==> src/rtl/fp_result_pkg.sv <==
// Shared fp32 field constants and class-code definitions for the calculation
// unit's result path.
package fp_result_pkg;

   localparam int EXP_MSB = 30;
   localparam int EXP_LSB = 23;
   localparam int MANT_W = 23;
   localparam logic [7:0] EXP_ALL1 = 8'hFF;

   localparam int CLS_NAN = 3;
   localparam int CLS_INF = 2;
   localparam int CLS_ZERO = 1;
   localparam int CLS_SUB = 0;

   typedef logic [3:0] fp_class_t;

endpackage

==> src/rtl/fp32_classify.sv <==
// Combinational IEEE-754 single-precision classifier; one-hot class code,
// all-zero for ordinary normal numbers.
module fp32_classify
   import fp_result_pkg::*;
(
   input  logic [31:0] data_i,
   output fp_class_t   class_o
);

   logic [EXP_MSB-EXP_LSB:0] exponent;
   logic [MANT_W-1:0]        mantissa;

   assign exponent = data_i[EXP_MSB:EXP_LSB];
   assign mantissa = data_i[MANT_W-1:0];

   always_comb begin
      class_o = '0;
      if (exponent == EXP_ALL1) begin
         if (mantissa != '0) class_o[CLS_NAN] = 1'b1;
         else                class_o[CLS_INF] = 1'b1;
      end else if (exponent == '0) begin
         if (mantissa == '0) class_o[CLS_ZERO] = 1'b1;
         else                class_o[CLS_SUB]  = 1'b1;
      end
   end

endmodule

==> src/rtl/fp_result_collector.sv <==
// Tags fp32 result beats with their class, buffers them in a FWFT FIFO and
// keeps saturating statistics on accepted, NaN, Inf and dropped beats.
module fp_result_collector
   import fp_result_pkg::*;
#(
   parameter int DEPTH = 4,
   parameter int CNT_W = 16
) (
   input  logic                     clk,
   input  logic                     rst_n,
   input  logic [31:0]              s_axis_result_tdata,
   input  logic                     s_axis_result_tvalid,
   output logic                     s_axis_result_tready,
   output logic [31:0]              m_axis_tdata,
   output logic [3:0]               m_axis_tuser,
   output logic                     m_axis_tvalid,
   input  logic                     m_axis_tready,
   input  logic                     clr_cnt,
   output logic [CNT_W-1:0]         total_cnt,
   output logic [CNT_W-1:0]         nan_cnt,
   output logic [CNT_W-1:0]         inf_cnt,
   output logic [CNT_W-1:0]         drop_cnt,
   output logic [$clog2(DEPTH):0]   level
);

   localparam int AW = $clog2(DEPTH);
   localparam int PW = AW + 1;

   fp_class_t      inClass;
   logic [35:0]    mem_q [DEPTH];
   logic [35:0]    headEntry;
   logic [PW-1:0]  wrPtr_q, wrPtr_d;
   logic [PW-1:0]  rdPtr_q, rdPtr_d;
   logic [CNT_W-1:0] totalCnt_q, totalCnt_d;
   logic [CNT_W-1:0] nanCnt_q, nanCnt_d;
   logic [CNT_W-1:0] infCnt_q, infCnt_d;
   logic [CNT_W-1:0] dropCnt_q, dropCnt_d;
   logic empty, full, push, pop, drop;

   function automatic logic [CNT_W-1:0] satInc(input logic [CNT_W-1:0] value,
                                                input logic en);
      return (en && (value != {CNT_W{1'b1}})) ? value + 1'b1 : value;
   endfunction

   fp32_classify uClassify (
      .data_i  (s_axis_result_tdata),
      .class_o (inClass)
   );

   assign empty = (wrPtr_q == rdPtr_q);
   assign full  = (wrPtr_q[AW-1:0] == rdPtr_q[AW-1:0]) && (wrPtr_q[AW] != rdPtr_q[AW]);
   assign push  = s_axis_result_tvalid && !full;
   assign drop  = s_axis_result_tvalid && full;
   assign pop   = !empty && m_axis_tready;

   // Empty output is forced to zero so reset is visible on the data path
   // without having to clear the storage array.
   assign headEntry            = mem_q[rdPtr_q[AW-1:0]];
   assign m_axis_tvalid        = !empty;
   assign m_axis_tdata         = empty ? '0 : headEntry[31:0];
   assign m_axis_tuser         = empty ? '0 : headEntry[35:32];
   assign s_axis_result_tready = !full;
   assign level                = wrPtr_q - rdPtr_q;
   assign total_cnt            = totalCnt_q;
   assign nan_cnt              = nanCnt_q;
   assign inf_cnt              = infCnt_q;
   assign drop_cnt             = dropCnt_q;

   always_comb begin
      wrPtr_d    = push ? wrPtr_q + 1'b1 : wrPtr_q;
      rdPtr_d    = pop  ? rdPtr_q + 1'b1 : rdPtr_q;
      totalCnt_d = satInc(totalCnt_q, push);
      nanCnt_d   = satInc(nanCnt_q, push && inClass[CLS_NAN]);
      infCnt_d   = satInc(infCnt_q, push && inClass[CLS_INF]);
      dropCnt_d  = satInc(dropCnt_q, drop);
      if (clr_cnt) begin
         totalCnt_d = '0;
         nanCnt_d   = '0;
         infCnt_d   = '0;
         dropCnt_d  = '0;
      end
   end

   always_ff @(posedge clk or negedge rst_n) begin
      if (!rst_n) begin
         wrPtr_q    <= '0;
         rdPtr_q    <= '0;
         totalCnt_q <= '0;
         nanCnt_q   <= '0;
         infCnt_q   <= '0;
         dropCnt_q  <= '0;
      end else begin
         wrPtr_q    <= wrPtr_d;
         rdPtr_q    <= rdPtr_d;
         totalCnt_q <= totalCnt_d;
         nanCnt_q   <= nanCnt_d;
         infCnt_q   <= infCnt_d;
         dropCnt_q  <= dropCnt_d;
      end
   end

   always_ff @(posedge clk) begin
      if (push) mem_q[wrPtr_q[AW-1:0]] <= {inClass, s_axis_result_tdata};
   end

endmodule

==> config.mk <==
export PLATFORM = sky130hd
export DESIGN_NAME = fp_result_collector
export DESIGN_NICKNAME = d
export VERILOG_FILES = /design/src/rtl/fp_result_pkg.sv /design/src/rtl/fp32_classify.sv /design/src/rtl/fp_result_collector.sv
export SDC_FILE = /design/constraint.sdc
export NUM_CORES = 1
export LEC_CHECK = 0
export BUFFER_PORTS_ARGS = -buffer_cell sky130_fd_sc_hd__buf_2
export CORE_AREA = 2 2 129 131
export CTS_CLUSTER_DIAMETER = 120
export DETAILED_ROUTE_END_ITERATION = 12
export DIE_AREA = 0 0 131 133
export PLACE_DENSITY = 0.91
export SLEW_MARGIN = 15
export SYNTH_ARGS = -nofsm -noshare
export SYNTH_HDL_FRONTEND = slang
export SYNTH_SLANG_ARGS = --single-unit
==> constraint.sdc <==
create_clock -name clk -period 6.5 [get_ports clk]
set_input_delay 0.65 -clock clk [delete_from_list [all_inputs] [get_ports clk]]
set_output_delay 0.65 -clock clk [all_outputs]
set_load 0.02 [all_outputs]
* Yosys cells after proc, flatten, opt, wreduce, memory -nomap -nowiden
Memory sizes are Yosys's and may differ from the RTL's. Cells that the tools add are included.
Storage, ports and cells: input bits 37, register bits after elaboration 70, logic and storage cells 60, memories 1, RAM bits 144
Memories:
- mem_q | words 4, width 36, rd ports 1, clocked after memory_dff 0, wr ports 1, RTL line fp_result_collector.sv:30 | logic [35:0] mem_q [DEPTH];
Operators by class: reductions and logical operators 19, equal/unequal tests 8, add/subtract/negate cells 7, muxes and demuxes 19
Operators by type and width (count):
- 16-bit 2-to-1 mux | 8
- 16-bit by 1-bit adder with 16-bit output, second input constant | 4
- 16-bit inequality test, second input constant | 4
- 32-bit 2-to-1 mux | 1
- 23-bit zero test | 1
- 23-bit nonzero test | 1
- 1-bit logical AND | 10
- 8-bit equality test, second input constant | 1
- 8-bit zero test | 1
- 2-bit nonzero test | 4
- 3-bit by 1-bit adder with 3-bit output, second input constant | 2
- 1-bit 2-to-1 mux | 6
- 2-bit 2-to-1 mux | 3
- 4-bit 2-to-1 mux | 1
- 3-bit equality test | 1
- 3-bit subtractor | 1
- 2-bit equality test | 1
- 1-bit zero test | 2
- 1-bit inequality test | 1

* Logic depth before layout (Yosys ltp)
Gate-level depths: netlist of the first run.
depth after elaboration 8, depth in mapped cells 12

* Modules after synthesis
Synthesis of the first run repeated with hierarchy kept, for this count alone.
Second synthesis, totals: cells, all modules 711, area, all modules 9810.7 µm²
Modules (own cells, without submodules):
- fp_result_collector | cells each 691, area each 9675.5 µm², instances 1
- fp32_classify | cells each 20, area each 135.1 µm², instances 1

* Worst setup path before layout of the first run
OpenSTA, ideal clock, no wires.
path kind flip-flop to flip-flop, start register rdPtr_q[1], end memory mem_q[3][0] (enable), stages on the path, launching flop included 9, setup slack 3047 ps, setup time 398 ps, clock period less this slack 3453 ps, arrival 3055 ps, cells stage by stage dfrtp_1 -> clkbuf_1 -> clkbuf_1 -> inv_1 -> ha_1 -> and2_0 -> clkbuf_1 -> a21oi_1 -> and2_1
On the way: word-level cells in the longest chain between the ends 6
RTL lines:
- start: declaration | RTL line fp_result_collector.sv:33 | logic [PW-1:0] rdPtr_q, rdPtr_d;
- start signal: assignment | RTL line fp_result_collector.sv:94 | rdPtr_q <= rdPtr_d;
- 2-bit equality test | RTL line fp_result_collector.sv:51 | assign full = (wrPtr_q[AW-1:0] == rdPtr_q[AW-1:0]) && (wrPtr_q[AW] != rdPtr_q[AW]);
- 1-bit logical AND | RTL line fp_result_collector.sv:51
- 1-bit zero test | RTL line fp_result_collector.sv:52 | assign push = s_axis_result_tvalid && !full;
- 1-bit logical AND | RTL line fp_result_collector.sv:52
- 1-bit 2-to-1 mux | RTL line fp_result_collector.sv:103 | if (push) mem_q[wrPtr_q[AW-1:0]] <= {inClass, s_axis_result_tdata};
- 1-bit 2-to-1 mux (not written as such) | RTL line fp_result_collector.sv:103
- end: declaration | RTL line fp_result_collector.sv:30
No other way between the ends.

* Worst setup path after layout of the first run
start register rdPtr_q[1], end output m_axis_tdata[15]
On the way: word-level cells in the longest chain between the ends 2, elaborated cells between the ends (all ways) 3, classes of those cells eq/ne: 1; mux: 1; memory: 1
RTL lines:
- memory read 4 x 36 bit or 3-bit equality test (tied branches)
- 32-bit 2-to-1 mux (*) | RTL line fp_result_collector.sv:60 | assign m_axis_tdata = empty ? '0 : headEntry[31:0];
- end: declaration | RTL line fp_result_collector.sv:14 | output logic [31:0] m_axis_tdata,
Every way passes the cells marked *; elsewhere a longest branch is shown, timed or not.

==> metrics.txt, run 1 <==
endpoint kind of the worst setup timing path output pin; Final Cycle Share 65.7%; reg-to-reg setup timing slack 2.98 ns; detailed-route wire length between 15 and 20 mm; run status finished clean; number of antenna violations at the first check in global routing 0; final clock skew 0.0224 ns; gate count of the mapped netlist 675; arrival time reported for the critical path endpoint roughly 3.6 ns; post-layout utilization of the core 68.6%; headroom to the max-slew limit between 20% and 30%; synthesis-to-layout area growth 16.4%; residual overflow from global routing 0; total iterations of the first detailed-routing run 5; maximum clock path buffer count 3; total number of cells along the worst setup path 6; instance area after placement 10400 sq um; Buffers & Inverters on Critical Path 2; number of failing hold endpoints at the final stage 0; setup TNS 0 ns; post-synthesis xor/xnor area fraction under 10%; Worst Path Required 5.85 ns; GR Util met3 5.22%; via count 6153; synth warn 0; TritonCTS buffer count 22; count of distinct cell types in the synthesized netlist 49; complex-gate fraction of the synthesized area 4.66%; launching instance or port of the critical path rdPtr_q[1]; WL/cell 18.7 um; routing layer with the top usage in global route met2; max_cap viols 0; Initial Util 59.0%; area of all placed cells without fillers roughly 11000 sq um; clock latency on the worst-skew pair 0.50 ns; Synth Register Bits 214; Die X-Extent 131 um; syn nets 724; cell depth of the worst flop-to-flop path 8; terminus of the critical flop-to-flop path inf_cnt[3]; Critical Path Start Type register; combined global-route utilization of all metal layers 23.1%; kind of cell with the highest combined delay on the critical path simple AND/OR/NAND/NOR gates; first-pass GRT wire length 31.6 mm; # resized after CTS 0; via/cell ratio 5.87; Placement Rows 47; worst hold slack 0.353 ns; count of hold-fix buffers inserted at cts 0; Tot Pwr 4.51 mW; static leakage power 4.18 nW; Worst Setup EP m_axis_tdata[15]; final period demand of the worst path 4.27 ns; via count of the first global-routing pass roughly 6000; largest net degree at the start of global routing 79; worst vdd rail ir drop roughly 0.26 mV; final routed DRC violation total 0; final setup violating endpoints 0; Num Clock Sinks approximately 210; buffer type at the clock tree root clkbuf_16; slowest cell delay on critical path 1.00 ns; GR Layer Usage met1 31.0%; synthesized area divided by synthesized cell count 14.1 sq um; slowest cell on the critical path dfrtp_2; most used flip-flop cell after synthesis edfxtp_1; sequential element share of the synthesized area a little under two thirds; series of cell instances along the critical path inv_1, ha_1, and2_0, nand2_1, and2_1, buf_2; diodes inserted 0; adder and majority gate portion of the synthesized area ~1.7%; post-synthesis async set-or-reset flop share around a third; kind of critical path reg2out; setup repair after global routing missed its margin false; area of the mapped netlist 9540 sq um; transition at the pin with the smallest max-transition slack 1.16 ns; maximum clock frequency between 200 and 250 MHz; source of the worst register-to-register timing path rdPtr_q[1]; number of setup buffers added after CTS 0; global placer's final weighted congestion 0.840; CORE AREA 16200 sq um; DIE HEIGHT 133 um; initial detailed-routing violation count 369; H-Tree Depth 1; Top-Level Pins about 140; Clock Pin Slew Worst Setup and Hold Paths 0.06 ns; total power divided by cell area 406 nW/um^2; crit-path max FO 40; portion of netlist area occupied by mux cells 10.5%; NumNets Final around 860; CTS tree yes; pins over their slew limit 0; number of nets still failing antenna checks after routing 0; routing usage on met2 38.6%; Hold/Removal Path Class in2async; DIE AREA 17400 sq um; post-detail-place hpwl 12.3 mm; combinational family with the most area after synthesis simple AND/OR/NAND/NOR gates; share of final-layout standard cells stronger than drive strength 1 about 29%; quantity of I/O buffers inserted on ports 141; area share of and/or/nand/nor cells after synthesis 14.7%; count of flip-flops with a built-in enable after synthesis 144
[how the worst min path moves through the flow]
stage,endpoint,cells after the start,slack [ns],startpoint
3_5_place_dp,wrPtr_q[2],1,0.52,wrPtr_q[2]
2_1_floorplan,drop_cnt[0],0,0.35,rst_n
4_1_cts,mem_q[0][31],1,0.35,s_axis_result_tdata[31]
3_3_place_gp,wrPtr_q[2],1,0.51,wrPtr_q[2]
6_report,total_cnt[8],2,0.35,rst_n
5_1_grt,mem_q[2][31],1,0.36,s_axis_result_tdata[31]
[layer usage]
metal,share of wire (%),up-vias,wire [um]
met5,0,-,0
met4,2.0,0,384
met3,7.8,38,1530
met2,50,225,9800
met1,40,3029,7900
li1,-,2861,-
[power breakdown]
part | internal [mW] | switching [mW] | total, mW
registers | 1.71 | 0.121 | 1.83
logic | 0.609 | 0.911 | 1.52
clock network | 0.660 | 0.502 | 1.16
[cell type report]
type	instances	area (sq um)
Clock inverter	15	110
Fill cell	1068	5070
Clock buffer	24	558
Timing Repair Buffer	146	743
Sequential cell	214	6080
Multi-Input combinational cell	418	3290
Tap cell	220	275
Inverter	12	45.0
[cell usage in the layout, fill, tap and decap left out, types with 25 or more instances in the layout]
| cell type | netlist | layout |
|---|---|---|
| and2_1 | 41 | 37 |
| nor2_1 | 54 | 54 |
| nand2_1 | 26 | 26 |
| nand3_1 | 25 | 25 |
| mux4_2 | 36 | 36 |
| dfrtp_1 | 70 | 68 |
| edfxtp_1 | 144 | 144 |
| a21oi_1 | 26 | 26 |
| xnor2_1 | 29 | 29 |
| nor4_1 | 25 | 25 |
| buf_2 | 5 | 141 |
[flip-flops by register name, indices dropped and copies added (netlist names)]
name and count:
rdPtr_q 3, total_cnt 16, mem_q 144, drop_cnt 16, inf_cnt 16, wrPtr_q 3
nan_cnt 16
[cell usage after synthesis, drive strengths merged, types with 12 or more instances]
cell type | number | share of area (%)
and2 | 42 | 2.8
nand3 | 25 | 1.3
mux2 | 14 | 1.7
dfrtp | 70 | 18
nand4 | 15 | 0.98
a21oi | 26 | 1.4
xnor2 | 29 | 2.7
nor2 | 54 | 2.1
edfxtp | 144 | 45
nor2b | 13 | 0.85
mux4 | 36 | 8.5
or4 | 16 | 1.3
nand2 | 26 | 1.0
inv | 12 | 0.47
o31ai | 13 | 1.0
nor4 | 25 | 1.6
clkbuf | 23 | 0.91
[stage by stage]
stage | setup slack (ns) | cells
6_report | 2.23 | 1049
5_1_grt | 1.87 | 1049
4_1_cts | 2.18 | 1049
3_5_place_dp | 2.70 | 1010
3_3_place_gp | 2.87 | 1010
2_1_floorplan | 3.05 | 675
[logic make-up (layout without fill, tap and decap cells)]
logic type	count (synthesis)	count (layout)
fa+ha+maj	12	12
simple gates	255	255
xor+xnor	32	32
compound gates	66	66
flops	214	214
buf+inv	43	197
mux	53	53
Power figures use the tool's default switching activity.
==> run 2, diff against run 1 <==
--- a/config.mk
+++ b/config.mk
@@ -6,11 +6,11 @@
 export NUM_CORES = 1
 export LEC_CHECK = 0
 export BUFFER_PORTS_ARGS = -buffer_cell sky130_fd_sc_hd__buf_2
-export CORE_AREA = 2 2 129 131
+export CORE_AREA = 2 2 133 135
 export CTS_CLUSTER_DIAMETER = 120
 export DETAILED_ROUTE_END_ITERATION = 12
-export DIE_AREA = 0 0 131 133
-export PLACE_DENSITY = 0.91
+export DIE_AREA = 0 0 135 137
+export PLACE_DENSITY = 0.87
 export SLEW_MARGIN = 15
 export SYNTH_ARGS = -nofsm -noshare
 export SYNTH_HDL_FRONTEND = slang
==> constraint.sdc (replaced) <==
create_clock -name clk -period 4.3 [get_ports clk]
set_input_delay 0.43 -clock clk [delete_from_list [all_inputs] [get_ports clk]]
set_output_delay 0.43 -clock clk [all_outputs]
set_load 0.02 [all_outputs]
==> run 2 against run 1 <==
  * Via count increased by 1.0%
  * Clock power increased by 49%
  * Worst setup slack got worse by 1.1 ns
  * Critical path depth unchanged
  * Hold slack got worse by 0.26 ns
  * Critical path type unchanged
  * Largest power group unchanged
==> metrics.txt, run 2 (synthesized netlist as in run 1, its figures left out) <==
run status finished clean; diodes inserted 0 (unchanged); Critical Path Start Type register; clock latency on the worst-skew pair 0.50 ns (about the same); routing layer with the top usage in global route met2; series of cell instances along the critical path inv_1, ha_1, and2_0, nand2_2, and2_1, buf_2; Num Clock Sinks 214 (unchanged); headroom to the max-slew limit 28.8% (+6.4 points); maximum clock path buffer count 3 (unchanged); Initial Util 55.9% (-3.1 points); first-pass GRT wire length 31.8 mm (+0.66%); total area of sequential cells 6080 sq um (unchanged); reg-to-reg setup timing slack 1.35 ns (-1.63 ns); arrival time reported for the critical path endpoint 2.72 ns (-0.90 ns); Top-Level Pins 142 (unchanged); setup repair after global routing missed its margin false; Placement Rows 48 (+2.1%); Worst Path Required 3.87 ns (-1.98 ns); total iterations of the first detailed-routing run 4 (-1); final clock skew 0.00999 ns (-0.0125 ns); number of failing hold endpoints at the final stage 0 (unchanged); cell depth of the worst flop-to-flop path 5 (-3); leading cell type in the layout, fill and taps excluded edfxtp_1; # resized after CTS 0 (unchanged); number of setup buffers added after CTS 0 (unchanged); combined global-route utilization of all metal layers 21.8% (-1.2 points); largest net degree at the start of global routing 55 (-30%); count of hold-fix buffers inserted at cts 0 (unchanged); final routed DRC violation total 0 (unchanged); Clock Pin Slew Worst Setup and Hold Paths 0.06 ns (about the same); slowest cell delay on critical path 0.47 ns (-0.53 ns); synthesis-to-layout area growth 16.6%; number of antenna violations at the first check in global routing 0 (unchanged); global placer's final weighted congestion 0.834 (-0.70%); total number of cells along the worst setup path 6 (unchanged); detailed-route wire length 19.7 mm (+0.38%); Hold/Removal Path Class in2async; final setup violating endpoints 0 (unchanged); source of the worst register-to-register timing path wrPtr_q[0]; GR Layer Usage met1 30.0% (-1.0 points); NumNets Final 864 (+0.12%); Final Cycle Share 73.3%; share of final-layout standard cells stronger than drive strength 1 28.9% (+0.051 points); static leakage power 4.17 nW (-0.12%); WL/cell 18.6 um (-0.29%); max_cap viols 0 (unchanged); final period demand of the worst path 3.15 ns; residual overflow from global routing 0 (unchanged); maximum clock frequency 317 MHz; flip-flop count of the largest register, all copies and words added 144 (unchanged); initial detailed-routing violation count 474 (+28%); fillcell total 1239 (+16%); number of nets still failing antenna checks after routing 0 (unchanged); slowest cell on the critical path nand2_2; via count 6215 (+1.0%); via/cell ratio 5.89 (+0.34%); endpoint kind of the worst setup timing path output pin; top library cells by usage in the layout, fill and taps aside edfxtp_1, buf_2, dfrtp_1, nor2_1, and2_1; post-detail-place hpwl 12.9 mm (+5.4%); TritonCTS buffer count 22 (unchanged); total power divided by cell area 613 nW/um^2 (+51%); crit-path max FO 39 (-2.5%); worst vdd rail ir drop 0.410 mV (+59%); terminus of the critical flop-to-flop path mem_q[3][0]; instance area after placement 10400 sq um (+0.17%); area of combinational cells with multiple inputs 3300 sq um (+0.42%); quantity of I/O buffers inserted on ports 141 (unchanged); DIE HEIGHT 137 um (+3.0%); CORE AREA 17100 sq um (+5.5%); transition at the pin with the smallest max-transition slack 1.06 ns (-0.0997 ns); DIE AREA 18500 sq um (+6.2%); kind of critical path reg2out; CTS tree yes; area of all placed cells without fillers 11100 sq um (+0.17%); buffer type at the clock tree root clkbuf_16; H-Tree Depth 1 (unchanged); Buffers & Inverters on Critical Path 2 (unchanged); setup TNS 0 ns (unchanged); Die X-Extent 135 um (+3.1%); via count of the first global-routing pass 5973 (-3.0%); routing usage on met2 36.7% (-1.9 points); kind of cell with the highest combined delay on the critical path simple AND/OR/NAND/NOR gates; GR Util met3 4.19% (-1.0 points); pins over their slew limit 0 (unchanged)
run 2: how the worst max path moves through the flow:
stage | startpoint | endpoint | slack [ns]
2_1_floorplan | rdPtr_q[1] | mem_q[3][0] | 0.85
3_3_place_gp | wrPtr_q[0] | nan_cnt[13] | 1.38
3_5_place_dp | wrPtr_q[0] | m_axis_tuser[2] | 1.27
4_1_cts | wrPtr_q[0] | m_axis_tdata[31] | 0.72
5_1_grt | wrPtr_q[0] | m_axis_tdata[27] | 0.92
6_report | wrPtr_q[0] | m_axis_tuser[2] | 1.15
run 2: per-layer routing:
metal  part of all wire [%]  vias up
met5                      0        -
met4                    1.5        0
met3                    7.9       25
met2                     50      237
met1                     41     3082
li1                       -     2871
run 2: final cells by class:
cell class                      instances  share of cell area [%]
Clock inverter                         11                   0.518
Inverter                               12                   0.405
Multi-Input combinational cell        418                    29.7
Timing Repair Buffer                  147                    6.79
Clock buffer                           29                    5.38
Sequential cell                       214                    54.7
Tap cell                              225                    2.53
run 2: per-stage QoR:
step	worst slack [ns]	hold slack, ns	std cells	total power, mW	utilization (%)
floorplan	0.847	0.134	675	4.40	-
detailed placement	1.27	0.518	1015	5.16	61.3
global route	0.920	0.147	1056	7.17	65.2
CTS	0.716	0.111	1055	6.89	65.1
global placement	1.38	0.514	1015	5.08	61.3
finish	1.15	0.0894	1056	6.81	65.2
run 2: where the power goes:
| group | switching (mW) | internal [mW] | leakage, nW | total [mW] |
|---|---|---|---|---|
| Clock | 0.748 | 0.980 | 0.313 | 1.73 |
| Sequential | 0.111 | 2.58 | 2.30 | 2.69 |
| Combinational | 1.47 | 0.926 | 1.56 | 2.39 |
